## src/rtl/mc_bus_arbiter_if.sv

```systemverilog
// mc_bus_arbiter_if: shared multiplexed bus bundle between two masters and mc_bus_arbiter
//   req[1:0]       per-master level request
//   AddrValid, rw  address-cycle strobe and direction
//   AddrData       shared bus, [15:12] page, [11:0] loc
//   gnt, sel       one-hot grant and controller select
//   selRw, beat    latched direction and data beat index of the active burst
//   busy, decErr, tmo  status and one-cycle error pulses
// master modport: bus master side; slave modport: arbiter side
interface mc_bus_arbiter_if #(
    parameter int BUSWIDTH = 16,
    parameter int PAYLOAD  = 4
);
    localparam int BW = PAYLOAD > 1 ? $clog2(PAYLOAD) : 1;
    logic [1:0]          req;
    logic                AddrValid;
    logic                rw;
    logic [BUSWIDTH-1:0] AddrData;
    logic [1:0]          gnt;
    logic [1:0]          sel;
    logic                selRw;
    logic [BW-1:0]       beat;
    logic                busy;
    logic                decErr;
    logic                tmo;
    modport master (output req, AddrValid, rw, AddrData,
                    input  gnt, sel, selRw, beat, busy, decErr, tmo);
    modport slave  (input  req, AddrValid, rw, AddrData,
                    output gnt, sel, selRw, beat, busy, decErr, tmo);
endinterface

```

## src/rtl/mc_bus_arbiter.sv

```systemverilog
// mc_bus_arbiter: round-robin arbiter and burst sequencer for the shared memory-controller bus
//   clk     system clock, rising edge
//   resetH  asynchronous active-high reset
//   bus     mc_bus_arbiter_if.slave (requests/address in, grant/select/status out)
// Optional feature: define MCARB_TIMEOUT_EN to abandon a grant whose master
// never drives AddrValid within TMO_CYC cycles.
module mc_bus_arbiter #(
    parameter int       BUSWIDTH = 16,
    parameter int       PAYLOAD  = 4,
    parameter logic [3:0] PAGE_A = 4'h2,
    parameter logic [3:0] PAGE_B = 4'hF,
    parameter int       TMO_CYC  = 8
) (
    input logic              clk,
    input logic              resetH,
    mc_bus_arbiter_if.slave  bus
);
    localparam int BW = PAYLOAD > 1 ? $clog2(PAYLOAD) : 1;
    typedef enum logic [1:0] {IDLE, ADDR, DATA} state_t;
    state_t        state, state_n;
    logic [1:0]    gnt_n, sel_n;
    logic          sel_rw_n, dec_n, tmo_n;
    logic [BW-1:0] beat_n;
    logic          last, last_n;
    logic [3:0]    page;
    logic          addr_tmo;
    logic          unused_loc;
    assign page       = bus.AddrData[BUSWIDTH-1 -: 4];
    assign unused_loc = ^bus.AddrData[BUSWIDTH-5:0];
    assign bus.busy   = state != IDLE;
`ifdef MCARB_TIMEOUT_EN
    localparam int CW = $clog2(TMO_CYC + 1);
    logic [CW-1:0] cnt;
    always_ff @(posedge clk or posedge resetH)
        if (resetH) cnt <= '0;
        else        cnt <= state == ADDR ? cnt + 1'b1 : '0;
    assign addr_tmo = cnt == CW'(TMO_CYC - 1);
`else
    logic unused_tmo_cyc;
    assign unused_tmo_cyc = |TMO_CYC;
    assign addr_tmo       = 1'b0;
`endif
    always_comb begin
        state_n  = state;
        gnt_n    = bus.gnt;
        sel_n    = bus.sel;
        sel_rw_n = bus.selRw;
        beat_n   = bus.beat;
        last_n   = last;
        dec_n    = 1'b0;
        tmo_n    = 1'b0;
        unique case (state)
            IDLE: if (|bus.req) begin
                // on contention the master that did not win last time gets the bus
                gnt_n   = bus.req == 2'b11 ? (last ? 2'b01 : 2'b10) : bus.req;
                last_n  = gnt_n[1];
                state_n = ADDR;
            end
            ADDR: if (bus.AddrValid) begin
                if (page == PAGE_A || page == PAGE_B) begin
                    sel_n    = page == PAGE_A ? 2'b01 : 2'b10;
                    sel_rw_n = bus.rw;
                    beat_n   = '0;
                    state_n  = DATA;
                end else begin
                    dec_n   = 1'b1;
                    gnt_n   = 2'b00;
                    state_n = IDLE;
                end
            end else if (addr_tmo) begin
                tmo_n   = 1'b1;
                gnt_n   = 2'b00;
                state_n = IDLE;
            end
            DATA: if (bus.beat == BW'(PAYLOAD - 1)) begin
                gnt_n   = 2'b00;
                sel_n   = 2'b00;
                beat_n  = '0;
                state_n = IDLE;
            end else begin
                beat_n = bus.beat + 1'b1;
            end
            default: state_n = IDLE;
        endcase
    end
    always_ff @(posedge clk or posedge resetH)
        if (resetH) begin
            state      <= IDLE;
            bus.gnt    <= 2'b00;
            bus.sel    <= 2'b00;
            bus.selRw  <= 1'b0;
            bus.beat   <= '0;
            bus.decErr <= 1'b0;
            bus.tmo    <= 1'b0;
            last       <= 1'b1;
        end else begin
            state      <= state_n;
            bus.gnt    <= gnt_n;
            bus.sel    <= sel_n;
            bus.selRw  <= sel_rw_n;
            bus.beat   <= beat_n;
            bus.decErr <= dec_n;
            bus.tmo    <= tmo_n;
            last       <= last_n;
        end
endmodule

```

## src/flat_wrapper.sv

```systemverilog
// flat-port wrapper written by rule: the top's interface ports become plain ports
module mc_bus_arbiter_flat 
#(
    parameter int       BUSWIDTH = 16,
    parameter int       PAYLOAD  = 4,
    parameter logic [3:0] PAGE_A = 4'h2,
    parameter logic [3:0] PAGE_B = 4'hF,
    parameter int       TMO_CYC  = 8
)
  (clk, resetH, bus_req, bus_AddrValid, bus_rw, bus_AddrData, bus_gnt, bus_sel, bus_selRw, bus_beat, bus_busy, bus_decErr, bus_tmo);
  mc_bus_arbiter_if #(.BUSWIDTH(BUSWIDTH), .PAYLOAD(PAYLOAD)) bus_i ();
  input logic clk;
  input logic resetH;
  input wire logic [$bits(bus_i.req)-1:0] bus_req;
  input wire logic [$bits(bus_i.AddrValid)-1:0] bus_AddrValid;
  input wire logic [$bits(bus_i.rw)-1:0] bus_rw;
  input wire logic [$bits(bus_i.AddrData)-1:0] bus_AddrData;
  output wire logic [$bits(bus_i.gnt)-1:0] bus_gnt;
  output wire logic [$bits(bus_i.sel)-1:0] bus_sel;
  output wire logic [$bits(bus_i.selRw)-1:0] bus_selRw;
  output wire logic [$bits(bus_i.beat)-1:0] bus_beat;
  output wire logic [$bits(bus_i.busy)-1:0] bus_busy;
  output wire logic [$bits(bus_i.decErr)-1:0] bus_decErr;
  output wire logic [$bits(bus_i.tmo)-1:0] bus_tmo;
  assign bus_i.req = bus_req;
  assign bus_i.AddrValid = bus_AddrValid;
  assign bus_i.rw = bus_rw;
  assign bus_i.AddrData = bus_AddrData;
  assign bus_gnt = bus_i.gnt;
  assign bus_sel = bus_i.sel;
  assign bus_selRw = bus_i.selRw;
  assign bus_beat = bus_i.beat;
  assign bus_busy = bus_i.busy;
  assign bus_decErr = bus_i.decErr;
  assign bus_tmo = bus_i.tmo;
  mc_bus_arbiter #(.BUSWIDTH(BUSWIDTH), .PAYLOAD(PAYLOAD), .PAGE_A(PAGE_A), .PAGE_B(PAGE_B), .TMO_CYC(TMO_CYC)) u_core (.clk(clk), .resetH(resetH), .bus(bus_i));
endmodule
```

## config.mk

```make
export PLATFORM = sky130hd
export DESIGN_NAME = mc_bus_arbiter_flat
export DESIGN_NICKNAME = d
export VERILOG_FILES = /design/src/rtl/mc_bus_arbiter_if.sv /design/src/rtl/mc_bus_arbiter.sv /design/src/flat_wrapper.sv
export SDC_FILE = /design/constraint.sdc
export NUM_CORES = 1
export LEC_CHECK = 0
export BUFFER_PORTS_ARGS = -buffer_cell sky130_fd_sc_hd__buf_4
export CAP_MARGIN = 20
export CORE_MARGIN = 2
export CORE_UTILIZATION = 38
export CTS_BUF_LIST = sky130_fd_sc_hd__clkbuf_16
export CTS_CLUSTER_SIZE = 25
export DETAILED_ROUTE_END_ITERATION = 12
export PLACE_DENSITY = 0.8
export SLEW_MARGIN = 20
export SYNTH_ARGS = -nofsm -noshare
export SYNTH_HDL_FRONTEND = slang
export SYNTH_SLANG_ARGS = --single-unit
export TNS_END_PERCENT = 50
```

## constraint.sdc

```tcl
create_clock -name clk -period 1.8 [get_ports clk]
set_clock_uncertainty 0.15 [all_clocks]
set_input_delay 0.18 -clock clk [delete_from_list [all_inputs] [get_ports clk]]
set_output_delay 0.18 -clock clk [all_outputs]
set_load 0.02 [all_outputs]
```

==> impl_metrics.json <==
{
  "slew_violations": 0,
  "root_buffer": "clkbuf_16",
  "leakagePower_nw": 0.530,
  "place_area_um2": 847,
  "netlist_instances": 62,
  "viasPerCell": 5.25,
  "syn_nets": 89,
  "endpoint_kind": "register",
  "place.gp.congestion": 0.758,
  "htree_num_levels": 1,
  "io_buffers": 18,
  "drc_errors": 0,
  "vias": 599,
  "yosysWarnings": 0,
  "outcome": "finished, violations left",
  "avgSynthCellArea_um2": 9.99,
  "finalCritPeriodShare_pct": 105,
  "clock_sinks": 11,
  "hold_path.class": "in2reg",
  "clk-insertion-delay-late_ns": 0.24,
  "wirelength_mm": 1.60,
  "hold_viol": 0,
  "antenna_cells": 0,
  "grt.overflow.total": 0,
  "io_pins": 32,
  "ir_drop_v": 0.000700,
  "die_w_um": 44.4,
  "period_needed_ns": 1.88,
  "finalSetupViolCount": 2,
  "rrSetupSlack_ns": -0.08,
  "grt_pass1_wl_mm": 2.64,
  "hpwl_mm": 1.02,
  "grt_usage_pct": 19.5,
  "violations": "setup timing",
  "cts_tree": "done",
  "initial_utilization_pct": 40.6,
  "clkTransAtPathRegs_ns": 0.04,
  "crit_arrival_ns": 1.85,
  "worst-setup-path-type": "reg2reg",
  "n_fill_cell": 110,
  "numCtsBuffers": 3,
  "wl_per_cell_um": 14.0,
  "die_height_um": 44.4,
  "die-area_um2": 1970,
  "syn_to_final_growth_pct": 60.6,
  "core_um2": 1520,
  "worstPathRequired_ns": 1.77,
  "fmax_mhz": 531,
  "ant_nets": 0,
  "crit_path_max_fanout": 4,
  "worst_setup_path_start_kind": "register",
  "fin_nets": 126,
  "cap_violations": 0,
  "drt_iter0_markers": 3,
  "final_area_um2": 995,
  "setup_tns_ns": -0.168,
  "drtPass1Iterations": 3,
  "rsz0062_at_grt": "true",
  "ys_seq_elements": 11,
  "clk_path_buf_depth": 2,
  "netlist_area_um2": 619,
  "grt_pass1_vias": 584,
  "grt_max_degree": 12,
  "drive_above_1_share_pct": 43.9,
  "rows": 14,
  "ys_types": 26,
  "power_per_cell_area_nw_per_um2": 1520,
  "timing.final.ws_setup_ns": -0.0840,
  "antenna_found_initial": 0,
  "seq_area_frac_synth_pct": 44.6
}
## per-layer routing
metal	global-route usage, %	up-vias	wire length, um
met1	22.7	285	680
met5	0	-	0
li1	-	289	-
met4	12.1	0	49
met2	32.4	19	794
met3	4.08	6	77
## critical path, stage by stage (launching register included)
cell and delay [ns]:
dfrtp_1 0.41, inv_2 0.08, ha_4 0.16, or3b_4 0.23, o211ai_2 0.08, a311o_2 0.36, mux2_4 0.30
## power by group
group | switching, W | total (W) | internal (W)
Combinational | 0.000335 | 0.000699 | 0.000364
Sequential | 0.0000709 | 0.000416 | 0.000345
Clock | 0.000103 | 0.000394 | 0.000291
## cells in the final DEF, fill, tap and decap left out, drive strengths merged
| cell | instances |
|---|---|
| a21oi | 5 |
| a31oi | 1 |
| or3 | 1 |
| a311o | 1 |
| nand2 | 7 |
| a211oi | 1 |
| buf | 29 |
| inv | 10 |
| o32ai | 1 |
| nand3 | 2 |
| a21o | 1 |
| o21ai | 1 |
| conb | 1 |
| dfstp | 1 |
| dlygate4sd3 | 4 |
| nor2 | 3 |
| mux2 | 2 |
| nand2b | 1 |
| or3b | 1 |
| a22o | 1 |
| dfrtp | 10 |
| a21boi | 1 |
| o211a | 1 |
| o22ai | 1 |
| o211ai | 1 |
| clkbuf | 3 |
| a32o | 2 |
| ha | 5 |
## logic make-up (layout without fill, tap and decap cells)
kind of cell,after synthesis,count (layout),share of synthesized area [%]
flops,11,11,44.6
compound gates,18,18,22.0
buf+inv,10,46,6.67
mux,2,2,3.64
simple gates,15,15,12.3
fa+ha+maj,5,5,10.1
other cells,1,1,0.605
## per-stage QoR
stage          cells  utilization, %  total power, W  hold WS [ns]  setup WS, ns
6_report         114            65.3         0.00151        0.0466       -0.0840
5_1_grt          114            65.3         0.00160        0.0562        -0.120
3_3_place_gp     104            55.6         0.00103        0.0512       -0.0542
2_1_floorplan     62               -        0.000774        -0.118       -0.0441
3_5_place_dp     104            55.6         0.00105        0.0620       -0.0735
4_1_cts          114            65.0         0.00150        0.0420       -0.0575
## state kept, by name, summed over array words and instances (netlist names)
name,cells
u_core.bus.beat,2
u_core.bus.gnt,2
u_core.bus.sel,2
u_core.state,2
u_core.bus.decErr,1
u_core.bus.selRw,1
u_core.last,1
## synthesized netlist by cell type (all sizes together)
cell	instances	area [um^2]
o21ai	1	5.00
nor2	3	11.3
o211ai	1	12.5
a22o	1	8.76
mux2	2	22.5
o22ai	1	6.26
ha	5	62.6
dfstp	1	26.3
nand2b	1	8.76
a32o	2	20.0
a31oi	1	6.26
o211a	1	10.0
nand2	7	26.3
or3b	1	8.76
or3	1	11.3
conb	1	3.75
inv	9	33.8
a311o	1	11.3
a21oi	5	25.0
buf	1	7.51
a21o	1	7.51
dfrtp	10	250
nand3	2	10.0
a211oi	1	7.51
a21boi	1	7.51
o32ai	1	8.76
## path summary, 6_finish.rpt
check | from | to | cells past startpoint
worst max-delay path | u_core.state[0]$_DFFE_PP0P_ | u_core.bus.gnt[0]$_DFFE_PP0P_ | 6
worst min-delay path | bus_AddrValid | u_core.bus.decErr$_DFF_PP0_ | 3
worst max register to register | u_core.state[0]$_DFFE_PP0P_ | u_core.bus.gnt[0]$_DFFE_PP0P_ | 6
worst min register to register | u_core.bus.selRw$_DFFE_PP0P_ | u_core.bus.selRw$_DFFE_PP0P_ | 2
max in group asynchronous | resetH | u_core.last$_DFFE_PP1P_ | 3
min in group asynchronous | resetH | u_core.bus.gnt[1]$_DFFE_PP0P_ | 3
## final cells by class
cell class                 instances  area [um^2]  share of cell area (%)
clock buffer                       3         75.1                    7.55
clock inverter                     1         3.75                   0.377
inverter                           9         33.8                    3.40
multi-input combinational         41          328                    33.0
sequential                        11          277                    27.8
tap                               16         20.0                    2.01
timing repair buffer              33          258                    25.9
## timing repair
action,4_1_cts,5_1_grt
endpoints found under the setup margin,4,8
endpoints found under the hold margin,13,0
pin swaps,0,0
setup buffers,2,0
hold buffers,4,0
resized for setup,2,2
Power figures use the tool's default switching activity.
